==> src/rtl/debug_capture_fifo_if.sv <==
`default_nettype none
// ============================================================================
//  Module   : debug_capture_fifo_if
//  Purpose  : Bundles the capture input and drain-side signals of
//             debug_capture_fifo.
//  Modports : slave  - the capture FIFO itself
//             master - the environment (receiver front end + consumer)
//  Signals  : clock_recovery, data_rec, capture_en   (capture side)
//             rd_ready, rd_valid, rd_data             (drain side)
//             fill_level, overflow, clear_overflow    (status/control)
//  Option   : DEBUG_CAPTURE_TIMESTAMP_EN widens rd_data by TS_WIDTH bits
//  Revision : 1.0 - initial release
// ============================================================================
interface debug_capture_fifo_if #(
    parameter int DATA_WIDTH = 14,
    parameter int DEPTH      = 16,
    parameter int TS_WIDTH   = 16
);
`ifdef DEBUG_CAPTURE_TIMESTAMP_EN
    localparam int c_TS_EN = 1;
`else
    localparam int c_TS_EN = 0;
`endif
    localparam int c_ENTRY_W = DATA_WIDTH + TS_WIDTH * c_TS_EN;
    localparam int c_PW      = $clog2(DEPTH) + 1;

    logic                  clock_recovery;
    logic [DATA_WIDTH-1:0] data_rec;
    logic                  capture_en;
    logic                  rd_ready;
    logic                  rd_valid;
    logic [c_ENTRY_W-1:0]  rd_data;
    logic [c_PW-1:0]       fill_level;
    logic                  overflow;
    logic                  clear_overflow;

    modport slave (
        input  clock_recovery, data_rec, capture_en, rd_ready, clear_overflow,
        output rd_valid, rd_data, fill_level, overflow
    );

    modport master (
        output clock_recovery, data_rec, capture_en, rd_ready, clear_overflow,
        input  rd_valid, rd_data, fill_level, overflow
    );
endinterface
`default_nettype wire

==> src/rtl/debug_capture_fifo.sv <==
`default_nettype none
// ============================================================================
//  Module   : debug_capture_fifo
//  Purpose  : Samples a receiver word on every rising edge of the
//             asynchronous recovered-clock strobe and stores it in a
//             DEPTH-entry first-word-fall-through FIFO in the clock_50
//             domain. Drops on a full FIFO set a sticky overflow flag.
//  Ports    : clock_50 - system clock (rising edge)
//             reset    - asynchronous, active-high
//             bus      - debug_capture_fifo_if.slave (capture strobe/data,
//                        enable, valid/ready drain port, fill level,
//                        overflow flag and its clear)
//  Option   : DEBUG_CAPTURE_TIMESTAMP_EN - store a TS_WIDTH free-running
//             cycle counter with each entry; rd_data becomes {ts, data}
//  Revision : 1.0 - initial release
// ============================================================================
module debug_capture_fifo #(
    parameter int DATA_WIDTH = 14,
    parameter int DEPTH      = 16,
    parameter int TS_WIDTH   = 16
) (
    input  wire logic            clock_50,
    input  wire logic            reset,
    debug_capture_fifo_if.slave  bus
);
`ifdef DEBUG_CAPTURE_TIMESTAMP_EN
    localparam int c_TS_EN = 1;
`else
    localparam int c_TS_EN = 0;
`endif
    localparam int c_ENTRY_W = DATA_WIDTH + TS_WIDTH * c_TS_EN;
    localparam int c_AW      = $clog2(DEPTH);
    localparam int c_PW      = c_AW + 1;

    // ------------------------------------------------------------------
    // Strobe synchroniser. All stages reset to 1 so that a strobe that is
    // already high when reset is released is not mistaken for a new edge.
    // ------------------------------------------------------------------
    logic r_sync1;
    logic r_sync2;
    logic r_sync3;
    logic w_edge;

    always_ff @(posedge clock_50 or posedge reset) begin
        if (reset) begin
            r_sync1 <= 1'b1;
            r_sync2 <= 1'b1;
            r_sync3 <= 1'b1;
        end else begin
            r_sync1 <= bus.clock_recovery;
            r_sync2 <= r_sync1;
            r_sync3 <= r_sync2;
        end
    end

    assign w_edge = r_sync2 & ~r_sync3;

    // ------------------------------------------------------------------
    // Entry assembly
    // ------------------------------------------------------------------
    logic [c_ENTRY_W-1:0] w_wr_entry;

`ifdef DEBUG_CAPTURE_TIMESTAMP_EN
    logic [TS_WIDTH-1:0] r_ts;

    always_ff @(posedge clock_50 or posedge reset) begin
        if (reset) begin
            r_ts <= '0;
        end else begin
            r_ts <= r_ts + 1'b1;
        end
    end

    // The counter value of the edge cycle is what gets written.
    assign w_wr_entry = {r_ts, bus.data_rec};
`else
    assign w_wr_entry = bus.data_rec;
`endif

    // ------------------------------------------------------------------
    // FIFO control. Pointers carry one extra wrap bit so that full and
    // empty are distinguishable without a separate counter.
    // ------------------------------------------------------------------
    logic [c_PW-1:0] r_wr_ptr;
    logic [c_PW-1:0] r_rd_ptr;
    logic            r_overflow;
    logic            w_empty;
    logic            w_full;
    logic            w_push_req;
    logic            w_pop;
    logic            w_push;
    logic            w_drop;

    assign w_empty    = (r_wr_ptr == r_rd_ptr);
    assign w_full     = (r_wr_ptr[c_AW] != r_rd_ptr[c_AW]) &&
                        (r_wr_ptr[c_AW-1:0] == r_rd_ptr[c_AW-1:0]);
    assign w_push_req = w_edge & bus.capture_en;
    assign w_pop      = ~w_empty & bus.rd_ready;
    // A full FIFO still accepts a word when the head is leaving this cycle;
    // the freed slot is the one being written.
    assign w_push     = w_push_req & (~w_full | w_pop);
    assign w_drop     = w_push_req & w_full & ~w_pop;

    always_ff @(posedge clock_50 or posedge reset) begin
        if (reset) begin
            r_wr_ptr   <= '0;
            r_rd_ptr   <= '0;
            r_overflow <= 1'b0;
        end else begin
            if (w_push) begin
                r_wr_ptr <= r_wr_ptr + 1'b1;
            end
            if (w_pop) begin
                r_rd_ptr <= r_rd_ptr + 1'b1;
            end
            // Set wins over clear so a drop is never lost.
            if (w_drop) begin
                r_overflow <= 1'b1;
            end else if (bus.clear_overflow) begin
                r_overflow <= 1'b0;
            end
        end
    end

    // ------------------------------------------------------------------
    // Storage. Not reset: contents are only observable through rd_valid,
    // which the pointer reset already forces low.
    // ------------------------------------------------------------------
    logic [c_ENTRY_W-1:0] r_mem [DEPTH];

    always_ff @(posedge clock_50) begin
        if (w_push) begin
            r_mem[r_wr_ptr[c_AW-1:0]] <= w_wr_entry;
        end
    end

    // ------------------------------------------------------------------
    // Outputs. No write-to-read bypass: a word pushed into an empty FIFO
    // appears on the cycle after the write.
    // ------------------------------------------------------------------
    assign bus.rd_valid   = ~w_empty;
    assign bus.rd_data    = r_mem[r_rd_ptr[c_AW-1:0]];
    assign bus.fill_level = r_wr_ptr - r_rd_ptr;
    assign bus.overflow   = r_overflow;

endmodule
`default_nettype wire

==> src/flat_wrapper.sv <==
// flat-port wrapper written by rule: the top's interface ports become plain ports
module debug_capture_fifo_flat 
#(
    parameter int DATA_WIDTH = 14,
    parameter int DEPTH      = 16,
    parameter int TS_WIDTH   = 16
)
  (clock_50, reset, bus_clock_recovery, bus_data_rec, bus_capture_en, bus_rd_ready, bus_clear_overflow, bus_rd_valid, bus_rd_data, bus_fill_level, bus_overflow);
  debug_capture_fifo_if #(.DATA_WIDTH(DATA_WIDTH), .DEPTH(DEPTH), .TS_WIDTH(TS_WIDTH)) bus_i ();
  input  wire logic clock_50;
  input  wire logic reset;
  input wire logic [$bits(bus_i.clock_recovery)-1:0] bus_clock_recovery;
  input wire logic [$bits(bus_i.data_rec)-1:0] bus_data_rec;
  input wire logic [$bits(bus_i.capture_en)-1:0] bus_capture_en;
  input wire logic [$bits(bus_i.rd_ready)-1:0] bus_rd_ready;
  input wire logic [$bits(bus_i.clear_overflow)-1:0] bus_clear_overflow;
  output wire logic [$bits(bus_i.rd_valid)-1:0] bus_rd_valid;
  output wire logic [$bits(bus_i.rd_data)-1:0] bus_rd_data;
  output wire logic [$bits(bus_i.fill_level)-1:0] bus_fill_level;
  output wire logic [$bits(bus_i.overflow)-1:0] bus_overflow;
  assign bus_i.clock_recovery = bus_clock_recovery;
  assign bus_i.data_rec = bus_data_rec;
  assign bus_i.capture_en = bus_capture_en;
  assign bus_i.rd_ready = bus_rd_ready;
  assign bus_i.clear_overflow = bus_clear_overflow;
  assign bus_rd_valid = bus_i.rd_valid;
  assign bus_rd_data = bus_i.rd_data;
  assign bus_fill_level = bus_i.fill_level;
  assign bus_overflow = bus_i.overflow;
  debug_capture_fifo #(.DATA_WIDTH(DATA_WIDTH), .DEPTH(DEPTH), .TS_WIDTH(TS_WIDTH)) u_core (.clock_50(clock_50), .reset(reset), .bus(bus_i));
endmodule
==> config.mk <==
export PLATFORM = sky130hd
export DESIGN_NAME = debug_capture_fifo_flat
export DESIGN_NICKNAME = d
export VERILOG_FILES = /design/src/rtl/debug_capture_fifo_if.sv /design/src/rtl/debug_capture_fifo.sv /design/src/flat_wrapper.sv
export SDC_FILE = /design/constraint.sdc
export NUM_CORES = 1
export LEC_CHECK = 0
export BUFFER_PORTS_ARGS = -buffer_cell sky130_fd_sc_hd__buf_2
export CAP_MARGIN = 30
export CORE_ASPECT_RATIO = 1.25
export CORE_MARGIN = 3
export CORE_UTILIZATION = 36
export DETAILED_ROUTE_END_ITERATION = 16
export PLACE_DENSITY_LB_ADDON = 0.2
export SLEW_MARGIN = 10
export SYNTH_ARGS = -nofsm -noshare
export SYNTH_HDL_FRONTEND = slang
export SYNTH_SLANG_ARGS = --single-unit
==> constraint.sdc <==
create_clock -name clock_50 -period 6.33 [get_ports clock_50]
set_input_delay 0.3165 -clock clock_50 [delete_from_list [all_inputs] [get_ports clock_50]]
set_output_delay 0.3165 -clock clock_50 [all_outputs]
set_load 0.005 [all_outputs]
# Yosys cells after proc, flatten, opt, wreduce, memory -nomap -nowiden
# Memories as Yosys holds them, arrays and structs flattened.
# Cells that the tools add are included.
# classes
addsub	3
eq_ne	3
mux	4
n_bitwise	11
n_reduce_logical	2
# ops
op	n
$add A5 B1 Y5 const B	2
$and A1 B1 Y1	6
$eq A5 B5 Y1	1
$sub A5 B5 Y5	1
$eq A4 B4 Y1	1
$mux W1	4
$not A1 Y1	4
$reduce_bool A2 Y1	1
$logic_and A1 B1 Y1	1
$ne A1 B1 Y1	1
$or A1 B1 Y1	1
# word_totals
regBits	14
ramBits	224
inputBits	20
out_inout_bits	21
word_cells	30
mem_count	1
# mem_list
name	depth	word_bits	rd	rd_ports_with_merged_regs	wr	line	source
u_core.r_mem	16	14	1	0	1	debug_capture_fifo.sv:129	logic [c_ENTRY_W-1:0] r_mem [DEPTH];

# Depth between registers and ports, before layout
# Gate-level depths: netlist of the first run.
# depth
word_depth	7
depth_mapped	10
ltp_nobuf	7

# Worst setup path after synthesis of the first run
# Ideal clock, no wire load.
# synth_path
path_type	flip-flop to flip-flop
from	reg u_core.r_rd_ptr[2]
to	mem u_core.r_mem[3][0] (netlist name) (enable)
setup_time_ps	366
t_arrival_ps	2482
required_time_ps	5964
path_slack_ps	3481
stages_incl_launch_ff	11
path_buffers	4
synth_period_minus_slack_ps	2849
path_cell_list	dfrtp_1 > buf_2 > buf_2 > buf_2 > inv_1 > ha_1 > and4_4 > a31oi_1 > buf_4 > nor3b_2 > and2_1
# synth_between
elab_chain_len	7
word_cells_on_any_way	10
cone_classes	eq/ne: 2; mux: 2; bitwise: 5; reduce/logical: 1
# synth_lines
item	line	source
start: declaration	debug_capture_fifo.sv:85	logic [c_PW-1:0] r_rd_ptr;
start signal: assignment	debug_capture_fifo.sv:114	r_rd_ptr <= r_rd_ptr + 1'b1;
$eq A5 B5 Y1 / $eq A4 B4 Y1 (equally long branches)	debug_capture_fifo.sv:94, debug_capture_fifo.sv:96	
$not A1 Y1 / $logic_and A1 B1 Y1 (equally long branches)	debug_capture_fifo.sv:98, debug_capture_fifo.sv:95	
$and A1 B1 Y1 / $not A1 Y1 (equally long branches)	debug_capture_fifo.sv:98, debug_capture_fifo.sv:101	
$or A1 B1 Y1 *	debug_capture_fifo.sv:101	assign w_push = w_push_req & (~w_full | w_pop);
$and A1 B1 Y1 *	debug_capture_fifo.sv:101	
$mux W1 *	debug_capture_fifo.sv:132	if (w_push) begin
$mux W1 (not written as such) *	debug_capture_fifo.sv:133	r_mem[r_wr_ptr[c_AW-1:0]] <= w_wr_entry;
end: declaration	debug_capture_fifo.sv:129	
# Every way passes the cells marked *; elsewhere a longest branch is shown, timed or not.

# Final worst setup path of the first run
# layout_path
from	reg u_core.r_rd_ptr[3]
to	mem u_core.r_mem[0][8] (netlist name) (enable)
# The elaborated chain is that of the path after synthesis.

==> results of run 1 <==
-- logic make-up after synthesis --
logic type      after synthesis  synth area share
mux                          84             0.151
fa+ha+maj                    10            0.0139
buf+inv                      35            0.0256
xor+xnor                     13            0.0119
compound gates               51            0.0331
flops                       238             0.742
simple gates                 32            0.0220
-- cells in the mapped netlist --
cell type    n
edfxtp_1   224
mux2i_1     42
o21ai_1     26
mux4_2      22
mux4_1      20
a221oi_1    14
dfrtp_1     11
inv_1       10
and2_1       9
ha_1         9
xnor2_1      9
buf_2        8
clkbuf_1     8
nand2_1      5
and3_1       4
and4_1       4
buf_12       4
o21ai_0      4
xor2_1       4
a21oi_1      3
buf_6        3
dfstp_2      3
a21o_1       2
nand3_1      2
nand4_1      2
nor2b_1      2
a31oi_1      1
and3b_1      1
and4_4       1
buf_4        1
buf_8        1
fa_1         1
nand3b_1     1
nor3b_2      1
o22ai_1      1
-- through the flow --
stage	worst slack, ns	power [uW]	cell area (um^2)	hold WS [ns]
5_1_grt	2.46	5010	10900	0.204
2_1_floorplan	3.48	2870	9540	0.204
3_5_place_dp	2.34	3390	10000	0.349
6_report	2.68	4810	10900	0.196
4_1_cts	2.32	4870	10900	0.201
3_3_place_gp	2.49	3350	9980	0.346
-- worst reg2reg max path: cells and delay by family, from the launching register on --
kind	cells	cell delay (ns)
AND/OR/NAND/NOR	3	1.09
flip-flops	1	0.73
buffers and inverters	2	0.69
adder cells (fa/ha/maj)	1	0.45
AO/OA/AOI/OAI	1	0.31
-- final cells by class --
class	count	share of cell area
timing repair buffer	49	0.0265
multi-input combinational	190	0.204
sequential	238	0.652
inverter	10	0.00345
clock buffer	26	0.0540
tap	340	0.0391
clock inverter	15	0.0216
-- power by group --
part	internal, uW	total, uW	switching, uW
Combinational	618	1440	821
Clock	914	1480	568
Sequential	1790	1890	96.5
Total	3330	4810	1490
-- flip-flops by register name (all words and copies together) (netlist names) --
name / flops
u_core.r_sync2: 1
u_core.r_mem: 224
u_core.r_sync1: 1
u_core.r_wr_ptr: 5
u_core.bus.overflow: 1
u_core.r_sync3: 1
u_core.r_rd_ptr: 5
-- routing by layer --
layer / track usage / vias up / part of all wire
met5: 0 / - / 0
met4: 0.0553 / 0 / 0.033
met3: 0.0189 / 42 / 0.036
met2: 0.290 / 97 / 0.55
met1: 0.191 / 2398 / 0.38
li1: - / 2006 / -
-- placed cells by master (no fill, tap or decap), drive strengths merged --
| cell type | instances |
|---|---|
| edfxtp | 224 |
| buf | 45 |
| mux2i | 42 |
| mux4 | 42 |
| o21ai | 30 |
| clkbuf | 27 |
| a221oi | 14 |
| dfrtp | 11 |
| inv | 10 |
| xnor2 | 9 |
| and2 | 9 |
| ha | 9 |
| clkinv | 7 |
| bufinv | 6 |
| nand2 | 5 |
| and4 | 5 |
| xor2 | 4 |
| and3 | 4 |
| a21oi | 3 |
| dlygate4sd3 | 3 |
| dfstp | 3 |
| nand3 | 2 |
| a21o | 2 |
| nor2b | 2 |
| nand4 | 2 |
| clkinvlp | 2 |
| nand3b | 1 |
| a31oi | 1 |
| and3b | 1 |
| nor3b | 1 |
| o22ai | 1 |
| fa | 1 |
-- final timing paths --
check	depth (start not counted)	start	endpoint
worst min register to register	0	u_core.r_sync1	u_core.r_sync2
worst min-delay path	3	bus_capture_en	u_core.bus.overflow
max in group asynchronous	3	reset	u_core.r_rd_ptr[0]
worst max-delay path	7	u_core.r_rd_ptr[3]	u_core.r_mem[0][8]
worst max register to register	7	u_core.r_rd_ptr[3]	u_core.r_mem[0][8]
min in group asynchronous	3	reset	u_core.r_rd_ptr[0]
-- timing repair --
item                       CTS  global route
hold buffers                 3             0
setup endpoints to repair    0             0
hold endpoints to repair    13             0
==> flow_summary_export.csv, run 1 <==
group,metric,value,unit
die,ios,41,
synthesis,syn_nets,493,
sta,hold_violations,0,
layout,drive_above_1_share,0.210,
power_and_ir_drop,leakagePower,0.00370,uW
route,vias_per_cell,5.23,
layout,seq_area,7090,um^2
placed_design,routabilityCongestion,0.807,
global_route,grt_max_degree,48,
placed_design,placement.io_buffers,40,
clocking,clk_pin_slew,0.06,ns
layout,fillCellCount,2331,
die,core-area,26100,um^2
synthesis,syn_inst,463,
synthesis,synth_area,9540,um^2
layout,instances_no_fill,868,
power_and_ir_drop,power.density,443,nW/um^2
worst_setup_path,critPathMaxFanout,17,
global_route,grt_use_total,0.159,
worst_setup_path,end_kind,"flip-flop",
sta,setup-violations-final,0,
worst_setup_path,start_kind,"flip-flop",
synthesis,synth_top_area_share,0.705,
route,wire_per_inst,25.6,um
worst_setup_path,critical_path.max_stage_delay,0.73,ns
worst_setup_path,worst-path-buf-inv,2,
layout,utilization,0.417,
global_route,overflow,0,
clocking,cts_setup_buffers,0,
layout,diodes,0,
worst_setup_path,cp_top_family,"simple AND/OR/NAND/NOR gates",
global_route,grt_pass1_wl,32600,um
route,drt-total-wl,22200,um
worst_setup_path,worstPathCellList,"inv_1 > ha_1 > and4_4 > a31oi_1 > clkbuf_4 > nor3b_2 > and2_1",
placed_design,post-dp-hpwl,14500,um
clocking,clock_path_buffers,3,
clocking,cts_resized,0,
sta,period_share,0.576,
sta,rsz0062_at_grt,"false",
power_and_ir_drop,ir_drop,0.193,mV
die,initial_core_util,0.366,
sta,slew_headroom,0.483,
worst_setup_path,path_class,"flip-flop to flip-flop",
synthesis,avgSynthCellArea,20.6,um^2
clocking,cts_tree,"yes",
route,vias,4543,
hold_path,hp-class,"input pin to flip-flop",
worst_setup_path,crit_slowest_cell,"dfrtp_1",
sta,worst_slew_pin_slew,0.776,ns
synthesis,yosys.area.top_type,"edfxtp_1",
die,die-width,152,um
layout,fin_nets,542,
sta,fin_crit,3.65,ns
clocking,root_buffer,"clkbuf_16",
worst_setup_path,required,6.46,ns
clocking,htreeDepth,1,
die,die-area,28500,um^2
route,drc,0,
route,drt_iter0_drc,313,
die,dieHeight,188,um
synthesis,synthTopCellsByArea,"edfxtp_1 (71%), mux4_1 (5.5%), mux4_2 (5.2%), mux2i_1 (4.4%), dfrtp_1 (2.9%)",
route,detail-route-antenna-nets,0,
clocking,clock_latency,0.50,ns
synthesis,synth_cell_types,35,
sta,finalSetupTns,0,ns
clocking,cts_sinks,238,
global_route,grt_pass1_vias,4865,
route,first_pass_iters,5,
synthesis,synth-seq-area-share,0.742,
synthesis,yosysWarnings,0,
run_status,status,"finished clean",
placed_design,dp_cells,822,
clocking,cts_buffers,23,
synthesis,synth_seq_cells,238,
sta,maxSlewViolCount,0,
sta,fin_skew,0.0123,ns
die,rows,66,
worst_setup_path,crit_arrival,3.77,ns
flow_run,cap_violations,0,
global_route,antenna_found_initial,0,
layout,area_growth,14.0,%
layout,multiInputGateArea,2210,um^2
sta,max_freq,0.274,GHz
worst_setup_path,rrSetupSlack,2.68,ns
No activity file was read; power rests on OpenSTA's default activity.
==> run 2: changes to the inputs <==
==> constraint.sdc (replaced) <==
create_clock -name clock_50 -period 3.5 [get_ports clock_50]
set_input_delay 0.175 -clock clock_50 [delete_from_list [all_inputs] [get_ports clock_50]]
set_output_delay 0.175 -clock clock_50 [all_outputs]
set_load 0.005 [all_outputs]
==> run 2 against run 1 <==
Cell count rose by 1.8%. Total power up 70%. Final area rose by 0.14%. Critical path type is now flip-flop to primary output.
==> flow_summary_export.csv, run 2 (synthesized netlist as in run 1, its figures left out) <==
group,metric,value,unit
sta,fin_crit,2.84,ns
worst_setup_path,start_kind,"flip-flop",
global_route,grt_pass1_vias,4761,
hold_path,hp-start,"bus_data_rec[10]",
clocking,cts_setup_buffers,0,
power_and_ir_drop,ir_drop,0.410,mV
die,die-width,152,um
clocking,clock_path_buffers,3,
worst_setup_path,cp_top_family,"simple AND/OR/NAND/NOR gates",
route,highest_layer,"met4",
global_route,grt_max_degree,74,
route,drt-total-wl,19600,um
global_route,grt_pass1_wl,29800,um
sta,fin_ws,0.656,ns
route,vias,4517,
worst_setup_path,crit_slowest_cell,"and2_1",
worst_setup_path,end_kind,"primary output",
worst_setup_path,rrSetupSlack,0.74,ns
placed_design,placement.io_buffers,40,
worst_setup_path,worst-path-buf-inv,2,
sta,hold_violations,0,
layout,drive_above_1_share,0.233,
hold_path,min_delay_worst_endpoint,"u_core.r_mem[11][10]",
worst_setup_path,r2r_start,"u_core.r_wr_ptr[2]",
sta,finalSetupTns,0,ns
worst_setup_path,required,3.32,ns
die,core-area,26100,um^2
layout,largest_reg_flops,224,
route,detail-route-antenna-nets,0,
worst_setup_path,critical_path.max_stage_delay,0.65,ns
die,initial_core_util,0.366,
route,first_pass_iters,4,
sta,worst_slew_pin_slew,0.702,ns
clocking,clock_latency,0.50,ns
global_route,antenna_found_initial,0,
sta,period_share,0.813,
sta,slew_headroom,0.532,
route,wl_met2,10200,um
sta,maxSlewViolCount,0,
worst_setup_path,crit_arrival,2.67,ns
hold_path,hp-class,"input pin to flip-flop",
die,ios,41,
die,rows,66,
layout,diodes,0,
sta,max_freq,0.352,GHz
layout,final_common_cell,"edfxtp_1",
clocking,cts-hold-fix-buffers,4,
route,vias_per_cell,5.11,
sta,rsz0062_at_grt,"false",
layout,mostFrequentLayoutCells,"edfxtp_1 (224), mux2i_1 (42), buf_2 (40), o21ai_1 (26), clkbuf_16 (23)",
die,die-area,28500,um^2
clocking,cts_sinks,238,
run_status,status,"finished clean",
placed_design,post-dp-hpwl,12000,um
worst_setup_path,path_class,"flip-flop to primary output",
layout,fin_nets,558,
power_and_ir_drop,leakagePower,0.00373,uW
global_route,grt_use_total,0.140,
placed_design,routabilityCongestion,0.799,
hold_path,holdPathStages,1,
clocking,cts_tree,"yes",
die,dieHeight,188,um
worst_setup_path,worstPathCellList,"buf_4 > and2_1 > a221oi_1 > o21ai_1 > o21ai_0 > buf_2",
sta,setup-violations-final,0,
layout,area_growth,14.1,%
clocking,htreeDepth,1,
route,wl_met1,8350,um
route,drt_iter0_drc,334,
clocking,cts_resized,0,
clocking,root_buffer,"clkbuf_16",
power_and_ir_drop,power.density,750,nW/um^2
clocking,clk_pin_slew,0.07,ns
clocking,cts_buffers,23,
placed_design,detailedPlace.worstSlack,0.777,ns
route,met3WireLength,631,um
flow_run,cap_violations,0,
sta,fin_skew,0.0140,ns
worst_setup_path,critPathMaxFanout,31,
route,drc,0,
global_route,overflow,0,
route,wire_per_inst,22.1,um
worst_setup_path,rr_worst_depth,6,
worst_setup_path,rr_endpoint,"u_core.r_mem[8][0]",
-- run 2: cell types whose count changed in the layout (fill, tap and decap cells not counted), moves of 2 or more --
cell	delta
buf_4	+15
clkinvlp_4	+2
clkbuf_1	-3
clkinv_2	+4
clkinv_1	+2
bufinv_16	-5
-- run 2: layer usage --
| layer | global-route usage | vias up |
|---|---|---|
| li1 | - | 2031 |
| met1 | 0.184 | 2396 |
| met2 | 0.244 | 62 |
| met3 | 0.0193 | 28 |
| met4 | 0.0353 | 0 |
| met5 | 0 | - |
-- run 2: power breakdown --
group | switching (uW) | internal, uW | total (uW)
sequential | 94.1 | 3250 | 3340
combinational | 1370 | 1130 | 2500
clock | 1040 | 1290 | 2330
-- run 2: through the flow --
step                std cells  utilization  total power, uW  hold slack (ns)  instance area, um^2
floorplan                 463            -             5180           0.0621                 9540
global placement          838        0.388             5920            0.239                10100
detailed placement        839        0.388             5950            0.255                10100
CTS                       884        0.417             8300           0.0411                10900
global route              884        0.417             8580           0.0586                10900
finish                    884        0.417             8170           0.0714                10900
-- run 2: area by class of cell --
| cell class | instances | area [um^2] |
|---|---|---|
| tap | 340 | 425 |
| clock inverter | 18 | 135 |
| timing repair buffer | 65 | 414 |
| clock buffer | 23 | 576 |
| sequential | 238 | 7090 |
| fill | 2368 | 15200 |
| inverter | 10 | 37.5 |
| multi-input combinational | 190 | 2210 |
-- run 2: how the worst max path moves through the flow --
stage / start / to / slack [ns] / depth (start not counted)
global placement: u_core.r_wr_ptr[2] / u_core.r_mem[8][12] / 0.81 / 6
detailed placement: u_core.r_wr_ptr[2] / u_core.r_mem[8][12] / 0.78 / 6
finish: u_core.r_rd_ptr[1] / bus_rd_data[6] / 0.66 / 6
CTS: u_core.r_rd_ptr[1] / bus_rd_data[6] / 0.62 / 6
floorplan: u_core.r_rd_ptr[2] / u_core.r_mem[3][0] / 0.65 / 10
global route: u_core.r_rd_ptr[1] / bus_rd_data[11] / 0.55 / 6
